## src/rtl/balls_collision_scanner_pkg.sv

```systemverilog
// Shared definitions for the ball collision scanner.
// Holds the default ball count, the ball ID width, the squared contact
// distance, the scanner state enum, and the pair-index to (i,j) lookup.
package balls_collision_scanner_pkg;

    localparam int unsigned NUM_BALLS                = 2;
    localparam int unsigned ID_W                     = 4;
    localparam int unsigned MAX_BALLS                = 1 << ID_W;
    localparam int unsigned SQUARE_BALLS_CENTER_DIST = 1024;

    typedef enum logic [1:0] {
        IDLE,
        SCAN,
        EMIT,
        DONE
    } scan_state_t;

    typedef struct packed {
        logic [ID_W-1:0] j;
        logic [ID_W-1:0] i;
    } pair_t;

    // Lexicographic (i<j) enumeration of ball pairs for balls 0..nb.
    // Returns (0,0) for an index past the last pair.
    function automatic pair_t pair_of(input int unsigned idx, input int unsigned nb);
        pair_t       p;
        int unsigned k;
        p = '0;
        k = 0;
        for (int unsigned i = 0; i < MAX_BALLS; i++) begin
            for (int unsigned j = 1; j < MAX_BALLS; j++) begin
                if (i < j && j <= nb) begin
                    if (k == idx) begin
                        p.i = i[ID_W-1:0];
                        p.j = j[ID_W-1:0];
                    end
                    k++;
                end
            end
        end
        return p;
    endfunction

endpackage

```

## src/rtl/balls_collision_scanner_pair_check.sv

```systemverilog
// ball_pair_overlap_check: combinational overlap/approach test for one pair.
// Ports:
//   xi,yi,vxi,vyi  position and speed of the lower-ID ball (signed 11 bit)
//   xj,yj,vxj,vyj  position and speed of the higher-ID ball (signed 11 bit)
//   overlap        squared center distance strictly below the threshold
//   approach       relative velocity points the balls toward each other
module ball_pair_overlap_check #(
    parameter int unsigned SQUARE_BALLS_CENTER_DIST = balls_collision_scanner_pkg::SQUARE_BALLS_CENTER_DIST
) (
    input  logic signed [10:0] xi,
    input  logic signed [10:0] yi,
    input  logic signed [10:0] vxi,
    input  logic signed [10:0] vyi,
    input  logic signed [10:0] xj,
    input  logic signed [10:0] yj,
    input  logic signed [10:0] vxj,
    input  logic signed [10:0] vyj,
    output logic               overlap,
    output logic               approach
);

    logic signed [11:0] dx, dy, dvx, dvy;
    logic signed [23:0] dx2, dy2, pvx, pvy;
    logic        [23:0] d2;
    logic signed [25:0] dot;

    // Widths are chosen so no intermediate can wrap for any 11-bit input.
    always_comb begin
        dx       = $signed({xj[10], xj}) - $signed({xi[10], xi});
        dy       = $signed({yj[10], yj}) - $signed({yi[10], yi});
        dvx      = $signed({vxi[10], vxi}) - $signed({vxj[10], vxj});
        dvy      = $signed({vyi[10], vyi}) - $signed({vyj[10], vyj});
        dx2      = dx * dx;
        dy2      = dy * dy;
        d2       = $unsigned(dx2) + $unsigned(dy2);
        overlap  = d2 < 24'(SQUARE_BALLS_CENTER_DIST);
        pvx      = dvx * dx;
        pvy      = dvy * dy;
        dot      = $signed({{2{pvx[23]}}, pvx}) + $signed({{2{pvy[23]}}, pvy});
        approach = dot > 26'sd0;
    end

endmodule

```

## src/rtl/balls_collision_scanner.sv

```systemverilog
// balls_collision_scanner: per-frame scan of all ball pairs for new contacts.
// Ports:
//   clk, reset           clock and synchronous active-high reset
//   startOfFrame         strobe that snapshots the inputs and starts a scan
//   topLeftX/Y_VEC_in    ball positions (one signed 11-bit entry per ball)
//   Xspeed/Yspeed_VEC_in ball speeds
//   balls_collide        bits i and j set while a pair is emitted
//   Balls_col_ID         {higher ID, lower ID} of the last emitted pair
//   col_valid            one-cycle strobe marking an emitted pair
//   scan_done            one-cycle strobe at the end of a scan
//   frame_overrun        strobe one cycle after a start request while busy
module balls_collision_scanner #(
    parameter int unsigned NUM_BALLS                = balls_collision_scanner_pkg::NUM_BALLS,
    parameter int unsigned SQUARE_BALLS_CENTER_DIST = balls_collision_scanner_pkg::SQUARE_BALLS_CENTER_DIST
) (
    input  logic                                                clk,
    input  logic                                                reset,
    input  logic                                                startOfFrame,
    input  logic signed [NUM_BALLS:0][10:0]                     topLeftX_VEC_in,
    input  logic signed [NUM_BALLS:0][10:0]                     topLeftY_VEC_in,
    input  logic signed [NUM_BALLS:0][10:0]                     Xspeed_VEC_in,
    input  logic signed [NUM_BALLS:0][10:0]                     Yspeed_VEC_in,
    output logic        [NUM_BALLS:0]                           balls_collide,
    output logic        [1:0][balls_collision_scanner_pkg::ID_W-1:0] Balls_col_ID,
    output logic                                                col_valid,
    output logic                                                scan_done,
    output logic                                                frame_overrun
);

    import balls_collision_scanner_pkg::*;

    localparam int unsigned NUM_PAIRS = (NUM_BALLS + 1) * NUM_BALLS / 2;
    localparam int unsigned PW        = (NUM_PAIRS > 1) ? $clog2(NUM_PAIRS) : 1;
    localparam int unsigned IW        = $clog2(NUM_BALLS + 1);

    scan_state_t state_q, state_d;

    logic [PW-1:0]                pair_q, pair_d;
    logic [NUM_PAIRS-1:0]         lock_q, lock_d;
    logic [NUM_BALLS:0][10:0]     x_q, x_d, y_q, y_d, vx_q, vx_d, vy_q, vy_d;
    logic [1:0][ID_W-1:0]         id_q, id_d;
    logic                         overrun_q, overrun_d;

    pair_t           pair;
    logic [IW-1:0]   ii, jj;
    logic            overlap, approach, hit, last_pair;

    always_comb begin
        pair      = pair_of(32'(pair_q), NUM_BALLS);
        ii        = pair.i[IW-1:0];
        jj        = pair.j[IW-1:0];
        last_pair = (pair_q == PW'(NUM_PAIRS - 1));
        hit       = overlap && approach && !lock_q[pair_q];
    end

    ball_pair_overlap_check #(
        .SQUARE_BALLS_CENTER_DIST(SQUARE_BALLS_CENTER_DIST)
    ) u_pair_check (
        .xi       (x_q[ii]),
        .yi       (y_q[ii]),
        .vxi      (vx_q[ii]),
        .vyi      (vy_q[ii]),
        .xj       (x_q[jj]),
        .yj       (y_q[jj]),
        .vxj      (vx_q[jj]),
        .vyj      (vy_q[jj]),
        .overlap  (overlap),
        .approach (approach)
    );

    // State register
    always_ff @(posedge clk) begin
        if (reset) begin
            state_q <= IDLE;
        end else begin
            state_q <= state_d;
        end
    end

    // Next-state logic
    always_comb begin
        state_d = state_q;
        case (state_q)
            IDLE:    if (startOfFrame) state_d = SCAN;
            SCAN:    if (hit) state_d = EMIT;
                     else if (last_pair) state_d = DONE;
            EMIT:    state_d = last_pair ? DONE : SCAN;
            DONE:    state_d = IDLE;
            default: state_d = IDLE;
        endcase
    end

    // Output logic
    always_comb begin
        col_valid     = (state_q == EMIT);
        scan_done     = (state_q == DONE);
        frame_overrun = overrun_q;
        Balls_col_ID  = id_q;
        balls_collide = '0;
        if (state_q == EMIT) begin
            balls_collide[ii] = 1'b1;
            balls_collide[jj] = 1'b1;
        end
    end

    // Datapath next values: snapshot, pair walk, lock bits, emitted IDs.
    // The pair index holds through SCAN->EMIT so EMIT still addresses the hit pair.
    always_comb begin
        pair_d    = pair_q;
        lock_d    = lock_q;
        x_d       = x_q;
        y_d       = y_q;
        vx_d      = vx_q;
        vy_d      = vy_q;
        id_d      = id_q;
        overrun_d = startOfFrame && (state_q != IDLE);
        case (state_q)
            IDLE: begin
                if (startOfFrame) begin
                    x_d    = topLeftX_VEC_in;
                    y_d    = topLeftY_VEC_in;
                    vx_d   = Xspeed_VEC_in;
                    vy_d   = Yspeed_VEC_in;
                    pair_d = '0;
                end
            end
            SCAN: begin
                if (!overlap) lock_d[pair_q] = 1'b0;
                if (hit) begin
                    id_d[0] = pair.i;
                    id_d[1] = pair.j;
                end else if (!last_pair) begin
                    pair_d = pair_q + PW'(1);
                end
            end
            EMIT: begin
                lock_d[pair_q] = 1'b1;
                if (!last_pair) pair_d = pair_q + PW'(1);
            end
            default: ;
        endcase
    end

    always_ff @(posedge clk) begin
        if (reset) begin
            pair_q    <= '0;
            lock_q    <= '0;
            x_q       <= '0;
            y_q       <= '0;
            vx_q      <= '0;
            vy_q      <= '0;
            id_q      <= '0;
            overrun_q <= 1'b0;
        end else begin
            pair_q    <= pair_d;
            lock_q    <= lock_d;
            x_q       <= x_d;
            y_q       <= y_d;
            vx_q      <= vx_d;
            vy_q      <= vy_d;
            id_q      <= id_d;
            overrun_q <= overrun_d;
        end
    end

endmodule
```

## config.mk

```make
export PLATFORM = sky130hd
export DESIGN_NAME = balls_collision_scanner
export DESIGN_NICKNAME = d
export VERILOG_FILES = /design/src/rtl/balls_collision_scanner_pkg.sv /design/src/rtl/balls_collision_scanner_pair_check.sv /design/src/rtl/balls_collision_scanner.sv
export SDC_FILE = /design/constraint.sdc
export NUM_CORES = 2
export LEC_CHECK = 0
export BUFFER_PORTS_ARGS = -buffer_cell sky130_fd_sc_hd__buf_4
export CAP_MARGIN = 20
export CORE_AREA = 8 8 258 260
export CTS_CLUSTER_SIZE = 28
export DETAILED_ROUTE_END_ITERATION = 10
export DIE_AREA = 0 0 266 268
export REMOVE_ABC_BUFFERS = 1
export SETUP_SLACK_MARGIN = 0.05
export SYNTH_ARGS = -nofsm -noshare
export SYNTH_HDL_FRONTEND = slang
export SYNTH_SLANG_ARGS = --single-unit
```

## constraint.sdc

```tcl
create_clock -name clk -period 12.23 [get_ports clk]
set_input_delay 2.446 -clock clk [delete_from_list [all_inputs] [get_ports clk]]
set_output_delay 2.446 -clock clk [all_outputs]
set_load 0.01 [all_outputs]
```

# Word-level counts from Yosys, hierarchy flattened
# Cells that the tools add are included.
# classes
n_addsub	7
mul	4
order_cmp	8
eq_ne	10
mux	39
bitwise_logic	4
n_reduce_logical	17
# op_table
op	n
11-bit binary-select mux with 2-bit select	8
12-bit by 12-bit multiplier with 24-bit output	4
11-bit 2-to-1 mux	8
11-bit by 11-bit subtractor with 12-bit output	4
26-bit by 1-bit > comparator with 1-bit output (second input constant)	1
24-bit by 24-bit adder with 25-bit output	1
24-bit adder	1
24-bit by 11-bit less-than comparator with 1-bit output (second input constant)	1
2-bit 2-to-1 mux	7
6-bit 2-to-1 mux	2
2-bit by 3-bit less-than comparator with 1-bit output (second input constant)	3
2-bit one-hot mux with 4 select lines	1
2-bit AND reduction	4
1-bit demux with 2-bit select	3
2-bit == test (second input constant)	3
2-bit by 1-bit >= comparator with 1-bit output (second input constant)	3
1-bit logical AND	6
3-bit 2-to-1 mux	2
2-bit inequality test (second input constant)	3
3-bit bitwise OR	2
2-bit one-hot mux with 3 select lines	1
3-bit one-hot mux with 2 select lines	1
5-bit 2-to-1 mux	1
2-bit zero test	2
other kinds (13)	17
# totals
register_bits	148
inputBits	135
output_inout_bits	14
word_cells	107

# Logic depth before layout (Yosys ltp)
# depth
ltp_word	14
ltp_mapped	47
depth_no_buf	43

# Cells and area by module
# Synthesis repeated with hierarchy kept, for this count alone.
# hier_totals
cells_unflattened	3408
area_unflattened_um2	29622.2
# modules_own_cells
module	instances	cells_per_inst	area_per_inst_um2	seq_area_each_um2
ball_pair_overlap_check	1	2548	22938.2	0.0
balls_collision_scanner	1	860	6683.9	2862.7

# Least setup slack after synthesis
# OpenSTA, ideal clock, no wires.
# synth_timing
kind	register to register
start	reg pair_q[0]
end	reg state_q[0]
setup_ns	0.086
t_arrival_ns	11.217
required_ns	12.144
setup_slack_ns	0.928
stages_incl_launch_ff	46
n_path_buf	5
synth_period_minus_slack_ns	11.302
path_cell_list	dfxtp_1 -> inv_1 -> ha_1 -> clkbuf_1 -> buf_1 -> mux2i_1 -> nor2_1 -> a31oi_1 -> ha_1 -> fa_1 -> nor2b_1 -> o21ai_0 -> a21boi_0 -> o21ai_0 -> a21boi_0 -> o21ai_0 -> a21boi_0 -> mux2_2 -> (+10 left out) -> inv_1 -> fa_1 -> fa_1 -> inv_1 -> fa_1 -> inv_1 -> ha_1 -> and3_1 -> buf_6 -> a221o_1 -> nand2_1 -> o211ai_1 -> or4_1 -> a2111o_1 -> a2111oi_4 -> a31oi_2 -> a21o_1 -> a211oi_1
# synth_via
elab_chain_len	14
elab_cells_between_ends	44
cone_classes	6 x add/sub; 4 x mul; 2 x order compare; 4 x eq/ne; 23 x mux; 5 x reduce/logical
# synth_rtl
item	line	text
start, declared	balls_collision_scanner.sv:38	logic [PW-1:0] pair_q, pair_d;
start signal, assigned	balls_collision_scanner.sv:155	pair_q <= pair_d;
2-bit zero test	balls_collision_scanner_pkg.sv:33	if (k == idx) begin
5-bit 2-to-1 mux	balls_collision_scanner_pkg.sv:33	
6-bit 2-to-1 mux (2 in series)	balls_collision_scanner_pkg.sv:33	
11-bit binary-select mux with 2-bit select, on equally long branches	--	
11-bit 2-to-1 mux, on equally long branches	--	
11-bit by 11-bit subtractor with 12-bit output, on equally long branches	--	
12-bit by 12-bit multiplier with 24-bit output, on equally long branches	--	
24-bit by 24-bit adder with 25-bit output or 24-bit adder (tied branches)	balls_collision_scanner_pair_check.sv:39, balls_collision_scanner_pair_check.sv:35	
26-bit by 1-bit > comparator with 1-bit output or 24-bit by 11-bit less-than comparator with 1-bit output (tied branches)	balls_collision_scanner_pair_check.sv:40, balls_collision_scanner_pair_check.sv:36	
1-bit logical AND (2 in series)	balls_collision_scanner.sv:53	hit = overlap && approach && !lock_q[pair_q];
2-bit 2-to-1 mux or 3-bit inequality test (tied branches)	--	
2-bit one-hot mux with 4 select lines or 2-bit AND reduction (tied branches)	--	
end signal, assigned	balls_collision_scanner.sv:76	state_q <= state_d;
end, declared	balls_collision_scanner.sv:36	scan_state_t state_q, state_d;
# Several ways; a longest one is shown, not always the timed one. The select of a mux whose other input is x is not followed.
# A chain may end at the register's enable or synchronous reset.

==> results.sh <==
export IMPL_crit_arrival_ns=11.86
export IMPL_grt_pass1_wl_um=131000
export IMPL_crit_fanout=15
export IMPL_ys_warnings_count=0
export IMPL_viasPerCell=5.10
export IMPL_seq_area_frac_synth_pct=9.63
export IMPL_root_buffer="clkbuf_16"
export IMPL_synthTopCellsByArea="fa_1 (41%), dfxtp_1 (9.6%), ha_1 (9.6%), inv_1 (9.5%), nand2_1 (7.2%)"
export IMPL_crit_top_cell="inv_1"
export IMPL_area_growth_pct=9.89
export IMPL_skew_ns=0.0138
export IMPL_synth_seq_cells=143
export IMPL_fmax_ghz=0.0870
export IMPL_path_buf_inv=12
export IMPL_cts_hold_buf=0
export IMPL_core_rowCount=92
export IMPL_clkTransAtPathRegs_ns=0.07
export IMPL_die_w_um=266
export IMPL_min_path_type="register to register"
export IMPL_grt_start_max_net_pins=96
export IMPL_layout_drive_gt1_share_pct=9.34
export IMPL_path_class="register to register"
export IMPL_gr_total_overflow=0
export IMPL_worst_setup_path_end_kind="register"
export IMPL_die_area_um2=71300
export IMPL_drc=0
export IMPL_synth_top_area_share_pct=40.9
export IMPL_holdWs_ns=0.454
export IMPL_drt_total_wl_um=79700
export IMPL_crit_path_max_incr_delay_ns=0.57
export IMPL_synth_common_cells="inv_1 (750), fa_1 (607), nand2_1 (572)"
export IMPL_die_y_um=268
export IMPL_drt_first_iter_violations=1328
export IMPL_required_ns=12.60
export IMPL_maxCapViolCount=0
export IMPL_clk_path_buf_depth=2
export IMPL_start_util_pct=47.6
export IMPL_fill_cells=6114
export IMPL_num_antenna_cells=0
export IMPL_core_um2=62400
export IMPL_track_usage_pct=23.3
export IMPL_max_slew_margin_pct=25.5
export IMPL_tightest_slew_ns=1.11
export IMPL_rsz0062_at_grt="yes"
export IMPL_clkLatencyLatePin_ns=0.45
export IMPL_syn_area_per_cell_um2=8.55
export IMPL_cts_buffers=17
export IMPL_gp_routability_congestion=0.947
export IMPL_cts_sinks=143
export IMPL_antenna_found_initial=1
export IMPL_yosys_most_used_dff="dfxtp_1"
export IMPL_synth_cells=3477
export IMPL_finalSetupViolCount=0
export IMPL_first_global_vias=24200
export IMPL_drtPass1Iterations=7
export IMPL_dp_hpwl_um=65800
export IMPL_cts_htree_levels=4
export IMPL_synth_distinct_cells=71
export IMPL_port_buffers=143
export IMPL_run_status="completed"
export IMPL_io_pins=149
export IMPL_slew_viol_final=0
export IMPL_crit_family="adder cells"
export IMPL_finalHoldViolCount=0
export IMPL_finalCriticalPeriod_ns=11.49
export IMPL_yosysMostFrequentCell="inv_1"
export IMPL_vias=22700
export IMPL_period_share_pct=93.9
export IMPL_finalNetCount=4554
export IMPL_syn_area_um2=29700
export IMPL_crit_path_start_kind="register"
export IMPL_synth_area_leader_cell="fa_1"
export IMPL_ys_async_sr_fraction_pct=0
export IMPL_ant_nets=0
export IMPL_synth_edf_count=0
export IMPL_crit_slowest_cell="fa_1"
export IMPL_wl_per_cell_um=17.9
export IMPL_cts_tree="done"
## timing repair
action | CTS | global route
buffers inserted | 0 | 2
endpoints found under the setup margin | 0 | 10
gates resized for setup | 0 | 19
## per-stage QoR
step           setup WS (ns)  utilization [%]  instances  setup TNS [ns]  cell area (µm²)
4_1_cts               0.0592             52.2       4441               0            32600
3_5_place_dp           0.116             51.2       4409               0            32000
2_1_floorplan        -0.0133                -       3335         -0.0133            29200
5_1_grt              0.00337             52.4       4443               0            32700
6_report               0.740             52.4       4443               0            32700
3_3_place_gp           0.138             51.2       4409               0            32000
## cell usage in the layout (no fill, tap or decap), types with 14 or more instances in the layout
cell type	count
nand2b_1	53
nand2_1	571
dfxtp_1	143
mux2i_1	75
inv_1	748
nor3_1	20
fa_1	605
nor2b_1	22
a21boi_0	15
and2_1	20
or2_2	19
nor2_1	251
buf_4	229
a21o_1	17
xnor2_1	49
a211oi_1	18
o22ai_1	14
a21oi_1	199
xor2_1	14
mux2_2	25
clkbuf_16	17
o21ai_0	53
ha_1	225
## sequential cells by signal (all words and copies together), names as in the netlist, named ones only
register,count
vx_q,33
vy_q,33
x_q,33
y_q,33
Balls_col_ID,3
pair_q,2
state_q,2
frame_overrun,1
## logic make-up (layout without fill, tap and decap cells)
| family | count (synthesis) | after routing | share of synthesized area, % |
|---|---|---|---|
| buf+inv | 901 | 1017 | 11.5 |
| compound gates | 417 | 417 | 8.60 |
| mux | 100 | 100 | 3.47 |
| other cells | 1 | 5 | 0.0126 |
| xor+xnor | 64 | 64 | 1.89 |
| fa+ha+maj | 835 | 835 | 50.5 |
| flops | 143 | 143 | 9.63 |
| simple gates | 1016 | 1016 | 14.4 |
## path summary, 6_finish.rpt
kind                           from  slack, ns  cells past startpoint                 endpoint
min reg2reg    y_q[24]$_SDFFE_PP0P_       0.45                      2     y_q[24]$_SDFFE_PP0P_
max          pair_q[1]$_SDFFE_PP0P_       0.74                     43  state_q[0]$_SDFFE_PP0P_
min            y_q[24]$_SDFFE_PP0P_       0.45                      2     y_q[24]$_SDFFE_PP0P_
max reg2reg  pair_q[1]$_SDFFE_PP0P_       0.74                     43  state_q[0]$_SDFFE_PP0P_
## final cells by class
type                       count  area [µm²]  area share [%]
clock buffer                  17         425            1.30
clock inverter                15         196           0.601
inverter                     755        2840            8.70
multi-input combinational   2437       23500            72.1
sequential                   143        2860            8.76
tap                          846        1060            3.24
timing repair buffer         230        1730            5.30
## worst register-to-register path: cells and delay by family (launching register included)
| family | cells | cell delay (ns) |
|---|---|---|
| AOI/OAI and AO/OA | 16 | 3.87 |
| muxes | 1 | 0.23 |
| DFF | 1 | 0.42 |
| adders and majority gates | 10 | 4.53 |
| and+or+nand+nor | 4 | 0.99 |
| buffers and inverters | 12 | 1.36 |
## per-layer routing
layer | GRT usage (%) | vias up | part of all wire [%]
li1 | - | 10800 | -
met5 | 0 | - | 0
met3 | 4.16 | 97 | 6.6
met4 | 5.65 | 0 | 2.5
met2 | 39.1 | 572 | 48
met1 | 31.2 | 11200 | 43
Power is not shown: default switching activity piles up to over one toggle a cycle in this logic, so the estimate is an artifact.
